===== config.mk =====
export PLATFORM = sky130hd
export DESIGN_NAME = imm_ext_stage
export DESIGN_NICKNAME = d
export VERILOG_FILES = /design/src/rtl/cpu_pkg.sv /design/src/rtl/imm_ext_core.sv /design/src/rtl/imm_ext_stage.sv
export SDC_FILE = /design/constraint.sdc
export NUM_CORES = 1
export LEC_CHECK = 0
export ABC_AREA = 1
export ABC_CLOCK_PERIOD_IN_PS = 3000
export CAP_MARGIN = 20
export CORE_MARGIN = 2
export CORE_UTILIZATION = 58
export DETAILED_ROUTE_END_ITERATION = 7
export GPL_TIMING_DRIVEN = 0
export PLACE_DENSITY = 0.86
export SYNTH_ARGS = -nofsm -noshare
export SYNTH_HDL_FRONTEND = slang
export SYNTH_SLANG_ARGS = --single-unit
export TNS_END_PERCENT = 20

===== constraint.sdc =====
create_clock -name clk -period 3 [get_ports clk]
set_input_delay 0.6 -clock clk [delete_from_list [all_inputs] [get_ports clk]]
set_output_delay 0.6 -clock clk [all_outputs]
set_load 0.05 [all_outputs]

===== src/rtl/cpu_pkg.sv =====
// Shared CPU definitions: immediate-extension mode codes and default widths.
//   EXT_* : 3-bit extension mode encodings (110/111 are reserved).
//   DATA_W, IMM_W, REG_TAG_W : default datapath, immediate and tag widths.
package cpu_pkg;

    typedef enum logic [2:0] {
        EXT_ZERO  = 3'b000,
        EXT_UPPER = 3'b001,
        EXT_SIGN  = 3'b010,
        EXT_ONES  = 3'b011,
        EXT_BR    = 3'b100,
        EXT_ZSH2  = 3'b101
    } ext_op_e;

    localparam int DATA_W    = 32;
    localparam int IMM_W     = 16;
    localparam int REG_TAG_W = 5;

endpackage


===== src/rtl/imm_ext_core.sv =====
// Purely combinational immediate extender.
//   in_imm  [IN_W]  : raw immediate field
//   in_op   [3]     : extension mode (ext_op_e encoding)
//   data    [OUT_W] : extended immediate (0 for reserved modes)
//   illegal [1]     : set when in_op is a reserved encoding
module imm_ext_core
    import cpu_pkg::*;
#(
    parameter int IN_W  = IMM_W,
    parameter int OUT_W = DATA_W
) (
    input  logic [IN_W-1:0]  in_imm,
    input  logic [2:0]       in_op,
    output logic [OUT_W-1:0] data,
    output logic             illegal
);

    // Two spare bits are needed so the shift-by-2 modes never lose the
    // sign/upper extension region entirely.
    generate
        if (IN_W < 1 || IN_W > OUT_W - 2) begin : g_width_check
            $error("imm_ext_core: IN_W must be in 1..OUT_W-2");
        end
    endgenerate

    logic [OUT_W-1:0] zext;
    logic [OUT_W-1:0] sext;
    logic [OUT_W-1:0] oext;
    logic [OUT_W-1:0] upper;

    assign zext  = {{(OUT_W-IN_W){1'b0}}, in_imm};
    assign sext  = {{(OUT_W-IN_W){in_imm[IN_W-1]}}, in_imm};
    assign oext  = {{(OUT_W-IN_W){1'b1}}, in_imm};
    assign upper = {in_imm, {(OUT_W-IN_W){1'b0}}};

    always_comb begin
        data    = '0;
        illegal = 1'b0;
        case (in_op)
            EXT_ZERO:  data = zext;
            EXT_UPPER: data = upper;
            EXT_SIGN:  data = sext;
            EXT_ONES:  data = oext;
            // Shifts happen at OUT_W bits; overflowed MSBs fall off.
            EXT_BR:    data = sext << 2;
            EXT_ZSH2:  data = zext << 2;
            default:   illegal = 1'b1;
        endcase
    end

endmodule


===== src/rtl/imm_ext_stage.sv =====
// Elastic immediate-extension stage: extends the decode immediate, tags it
// and holds up to two results in a FIFO-ordered skid buffer.
//   clk, rst_n             : clock, asynchronous active-low reset
//   in_valid/in_ready      : upstream handshake (in_ready is registered)
//   in_imm, in_op, in_tag  : immediate, extension mode, sideband tag
//   flush                  : discard all buffered entries and any push this cycle
//   out_valid/out_ready    : downstream handshake on the head entry
//   out_data, out_tag, out_illegal : head entry contents (all 0 when empty)
module imm_ext_stage
    import cpu_pkg::*;
#(
    parameter int IN_W  = IMM_W,
    parameter int OUT_W = DATA_W,
    parameter int TAG_W = REG_TAG_W
) (
    input  logic             clk,
    input  logic             rst_n,
    input  logic             in_valid,
    output logic             in_ready,
    input  logic [IN_W-1:0]  in_imm,
    input  logic [2:0]       in_op,
    input  logic [TAG_W-1:0] in_tag,
    input  logic             flush,
    output logic             out_valid,
    input  logic             out_ready,
    output logic [OUT_W-1:0] out_data,
    output logic [TAG_W-1:0] out_tag,
    output logic             out_illegal
);

    logic [OUT_W-1:0] ext_data;
    logic             ext_illegal;

    imm_ext_core #(
        .IN_W  (IN_W),
        .OUT_W (OUT_W)
    ) u_core (
        .in_imm  (in_imm),
        .in_op   (in_op),
        .data    (ext_data),
        .illegal (ext_illegal)
    );

    // Entry 0 is always the head; a pop shifts entry 1 down.
    logic [OUT_W-1:0] data_q    [2];
    logic [TAG_W-1:0] tag_q     [2];
    logic             illegal_q [2];
    logic [1:0]       count_q, count_d;
    logic             in_ready_q;

    logic push, pop, wr_idx;

    assign push = in_valid && in_ready_q && !flush;
    assign pop  = (count_q != 2'd0) && out_ready && !flush;

    // New entry lands just behind whatever survives this cycle's pop.
    assign wr_idx = (count_q == 2'd1) && !pop;

    always_comb begin
        count_d = count_q;
        if (flush) begin
            count_d = 2'd0;
        end else begin
            case ({push, pop})
                2'b10:   count_d = count_q + 2'd1;
                2'b01:   count_d = count_q - 2'd1;
                default: count_d = count_q;
            endcase
        end
    end

    always_ff @(posedge clk or negedge rst_n) begin
        if (!rst_n) begin
            count_q    <= 2'd0;
            in_ready_q <= 1'b0;
        end else begin
            count_q    <= count_d;
            // Registered from next count so in_ready has no path from out_ready.
            in_ready_q <= (count_d != 2'd2);
        end
    end

    genvar gi;
    generate
        for (gi = 0; gi < 2; gi++) begin : g_entry
            always_ff @(posedge clk or negedge rst_n) begin
                if (!rst_n) begin
                    data_q[gi]    <= '0;
                    tag_q[gi]     <= '0;
                    illegal_q[gi] <= 1'b0;
                end else if (push && (wr_idx == 1'(gi))) begin
                    data_q[gi]    <= ext_data;
                    tag_q[gi]     <= in_tag;
                    illegal_q[gi] <= ext_illegal;
                end else if (pop && gi == 0) begin
                    data_q[gi]    <= data_q[1];
                    tag_q[gi]     <= tag_q[1];
                    illegal_q[gi] <= illegal_q[1];
                end
            end
        end
    endgenerate

    assign in_ready    = in_ready_q;
    assign out_valid   = (count_q != 2'd0);
    assign out_data    = out_valid ? data_q[0]    : '0;
    assign out_tag     = out_valid ? tag_q[0]     : '0;
    assign out_illegal = out_valid ? illegal_q[0] : 1'b0;

endmodule

==> reports/results.txt <==
Summed over all layers, the routed wires come to 11600 um. The tools report the combinational cell fraction of total power as 27.0%. Pin placement for this block handled 69 I/O pins. The placement-stage worst setup slack was -0.0253 ns; the filler cell count was 626. The tools report the cell area after synthesis as 4200 um^2. The register share of total power is 48.5%, and the switching share of power is 35.7%. The logs give 18900 um for the global-route wire length before repair and 22 for the count of cell types in the netlist. The wire-length estimate of the detail-placed layout is 8410 um.

In the final layout, the share of cells above drive strength 1 is 7.66%. Setup repair after global routing left no endpoint under its margin. Of the available clock period, the critical path in the final layout requires 96.9%.

The logs give 4165 for the overall via count from detail_route and 0 for the count of endpoints failing setup in the final report. The placed instances occupy a cell area of 5020 um^2. The number of endpoints with negative hold slack in the final report was 0. Counting every sink on the clock net gives 79.

The critical path required time is 2.40 ns. After floorplanning, the core was sized to cover 7140 um^2. The run gives 31.5% as the total track usage. TritonCTS built the clock tree. The count of flip-flops with a built-in enable after synthesis was 0. The Yosys step of the flow raised 0 warnings. The number of global-route vias before repair is 3875, and the area used by multi-input combinational logic is 1830 um^2.

The cell count after synthesis came out at 596. The tree is rooted in a sky130_fd_sc_hd__clkbuf_8. After detailed routing, the wire length on met1 is 4990 um. The average wire per cell in the routed design was 14.9 um; the count of state elements after synthesis was 79. Setup slack on the critical path of the routed design comes to 0.0941 ns. After clock tree synthesis, the clock-pin slew on the worst setup and hold paths is 0.08 ns. The port buffer count was 67; the CTS buffer count was 9. From synthesis to final layout, the design area changed by 23.2%. The register area share after synthesis is 47.1%. By count the netlist is led by sky130_fd_sc_hd__nand2_1, sky130_fd_sc_hd__nand3_1, sky130_fd_sc_hd__dfrtp_1. The net switching power is 0.00100 W, and the net count of the mapped netlist is 629.

At the end of routability-driven placement, the weighted congestion stood at 0.911. The flow ran to the end, and the final reports show no timing, DRC or antenna violations. The final standard cell area without fillers is 5170 um^2. Worst setup path category: reg -> out. In this run the power density over the cells is 544 nW/um^2. The share of synthesized area in the top cell type comes to 47.1%. The tools report the max capacitance violation total as 0.

In this run the worst hold path is classified as in -> async. The via-per-instance ratio is 5.35, and the peak supply drop is 0.000309 V. The floorplan step defined a die boundary enclosing 7930 um^2. The repair_antennas step left the layout with diodes totalling 0.

Counting along the longest clock path gives a buffer depth of 2. In the synthesized netlist the dominant register cell turns out to be sky130_fd_sc_hd__dfrtp_1. The tools report the sort of element at the start of the critical path as a flip-flop.

Leaving out filler cells and counting taps, the final layout contains 778. Type of destination of the critical path: a primary output. The highest metal layer with signal wires was met4.

After synthesis, the cell types taking the most area are sky130_fd_sc_hd__dfrtp_1, sky130_fd_sc_hd__nand2_1, sky130_fd_sc_hd__nand3_1. The tools report the detailed route wirelength on metal2 as 5600 um. The final critical-path required period is 2.91 ns. Measured against its own limit, the worst slew margin works out to 63.2%.

The run gives 708 as the post-layout net count. Post-route worst hold slack: 0.130 ns. The tools report the internal cell power as 0.00181 W. For the worst-skew pair, the clock arrives at the later sink with an insertion delay of 0.36 ns. In this run, placement finished with an instance count of 763. The logs give 0 for the initial antenna violation count and 0 for the count of nets left with antenna violations after detail routing. The clock network is responsible for 24.5% of the overall power. Derived from the worst setup path, the maximum achievable clock frequency is 344 MHz. For the worst flop-to-flop path, the logic depth is 12.

The proportion of synthesized flip-flops having asynchronous set or reset is 100%. The clock arrives with 0.00950 ns of skew. The slew at the pin with the worst max-slew slack works out to 0.552 ns. For the total count of max-transition violations in the final report, the log shows 0.

The floorplan has 31 rows. From left edge to right edge, the die measures 89.1 um. The length of routed met3 wiring is 731 um, and the leftover overflow at the end of global routing is 0. In this run the mean area of a mapped cell was 7.04 um^2. The biggest fanout along the worst timing path was 10. Cell with the most instances after synthesis: sky130_fd_sc_hd__nand2_1. The first routing iteration left 376 violations. Summed over all instances, the cell type with the most area after synthesis is sky130_fd_sc_hd__dfrtp_1. For the largest net degree at the start of global routing, the log shows 58. The final routed DRC violation total came out at 0. The maximum level of the CTS H-tree is 3, and the starting density of the core is 58.8%. The detailed-router iteration count before antenna repair is 5. In the final layout, flip-flops and latches occupy 1980 um^2. The leakage power figure was 2.72 nW; the height of the die was 89.1 um.

The arrival time of data at the critical path endpoint was 2.31 ns.
[final cells by class]
type / count / area share [%]
repair buffers: 68 / 13.3
flip-flops and latches: 79 / 38.2
clock inverters: 6 / 0.750
multi-input cells: 428 / 35.3
clock buffers: 9 / 2.39
plain buffers: 33 / 3.58
well taps: 99 / 2.39
inverters: 56 / 4.11
[stage by stage]
step / power [W] / utilization [%] / TNS [ns]
global placement: 0.00211 / 70.0 / -112.69
CTS: 0.00282 / 72.5 / 0
finish: 0.00282 / 72.5 / 0
floorplan: 0.00187 / - / 0
detailed placement: 0.00215 / 70.3 / -0.0337
global route: 0.00297 / 72.5 / 0
[timing repair]
| action | 4_1_cts | 5_1_grt |
|---|---|---|
| buffers inserted | 0 | 0 |
| endpoints found under the hold margin | 0 | 0 |
| pin swaps | 0 | 0 |
| resized for setup | 13 | 1 |
| endpoints found under the setup margin | 17 | 1 |
| hold buffers | 0 | 0 |
[worst max-delay path: stages (launching register included)]
cell                              delay (ns)
sky130_fd_sc_hd__dfrtp_1                0.42
sky130_fd_sc_hd__inv_1                  0.06
sky130_fd_sc_hd__ha_1                   0.24
sky130_fd_sc_hd__clkbuf_2               0.25
sky130_fd_sc_hd__nor2_1                 0.17
sky130_fd_sc_hd__clkdlybuf4s50_1        0.81
[power by group through the flow]
stage / Clock (W) / Combinational (W) / Sequential [W]
floorplan: 0 / 0.000506 / 0.00136
global placement: 0 / 0.000731 / 0.00137
detailed placement: 0 / 0.000763 / 0.00138
CTS: 0.000697 / 0.000760 / 0.00136
global route: 0.000733 / 0.000848 / 0.00139
finish: 0.000690 / 0.000760 / 0.00137
[registers in the layout (all words and copies together), names as in the netlist]
register	cells
count_q	2
illegal_q	2
data_q	64
tag_q	10
in_ready	1
[worst paths after layout]
| check | slack [ns] | start | endpoint |
|---|---|---|---|
| setup / recovery | 0.09 | count_q[0] | out_data[17] |
| hold / removal | 0.13 | rst_n | data_q[48] |
| setup reg to reg | 0.70 | count_q[0] | in_ready |
| hold reg to reg | 0.48 | data_q[1] | data_q[1] |
| max in group asynchronous | 2.29 | rst_n | data_q[22] |
| min in group clk | 0.48 | data_q[1] | data_q[1] |
[placed cells by master, fill, tap and decap left out]
cell type                         instances
sky130_fd_sc_hd__inv_2                    5
sky130_fd_sc_hd__inv_4                    1
sky130_fd_sc_hd__clkbuf_8                 9
sky130_fd_sc_hd__nand3_1                108
sky130_fd_sc_hd__buf_6                    2
sky130_fd_sc_hd__clkbuf_2                 2
sky130_fd_sc_hd__inv_1                   50
sky130_fd_sc_hd__buf_2                   11
sky130_fd_sc_hd__ha_1                     4
sky130_fd_sc_hd__a21oi_1                  3
sky130_fd_sc_hd__buf_4                    9
sky130_fd_sc_hd__dlygate4sd2_1           10
sky130_fd_sc_hd__clkinv_2                 3
sky130_fd_sc_hd__nand2_1                231
sky130_fd_sc_hd__nor2_2                   1
sky130_fd_sc_hd__dlymetal6s2s_1           1
sky130_fd_sc_hd__nand2_2                  1
sky130_fd_sc_hd__nand4_1                  2
sky130_fd_sc_hd__buf_16                   1
sky130_fd_sc_hd__nor2_1                  69
sky130_fd_sc_hd__nand3_2                  2
sky130_fd_sc_hd__dfrtp_1                 79
sky130_fd_sc_hd__clkbuf_1                10
sky130_fd_sc_hd__o21ai_2                  1
sky130_fd_sc_hd__a21oi_4                  1
sky130_fd_sc_hd__nor3_1                   1
sky130_fd_sc_hd__clkinv_4                 1
sky130_fd_sc_hd__clkdlybuf4s50_1         55
sky130_fd_sc_hd__clkinvlp_4               2
sky130_fd_sc_hd__o21ai_0                  4
[metal layers]
metal | GRT usage (%) | up-vias
met5 | 0 | -
met4 | 14.4 | 0
met3 | 3.97 | 28
met2 | 49.1 | 184
met1 | 44.3 | 1956
li1 | - | 1997
[logic make-up after synthesis]
kind of cell / after synthesis / share of synthesized area, %
simple gates: 415 / 40.9
flops: 79 / 47.1
fa+ha+maj: 4 / 1.19
buf+inv: 89 / 9.39
compound gates: 9 / 1.43
No activity file was read; power rests on OpenSTA's default activity.
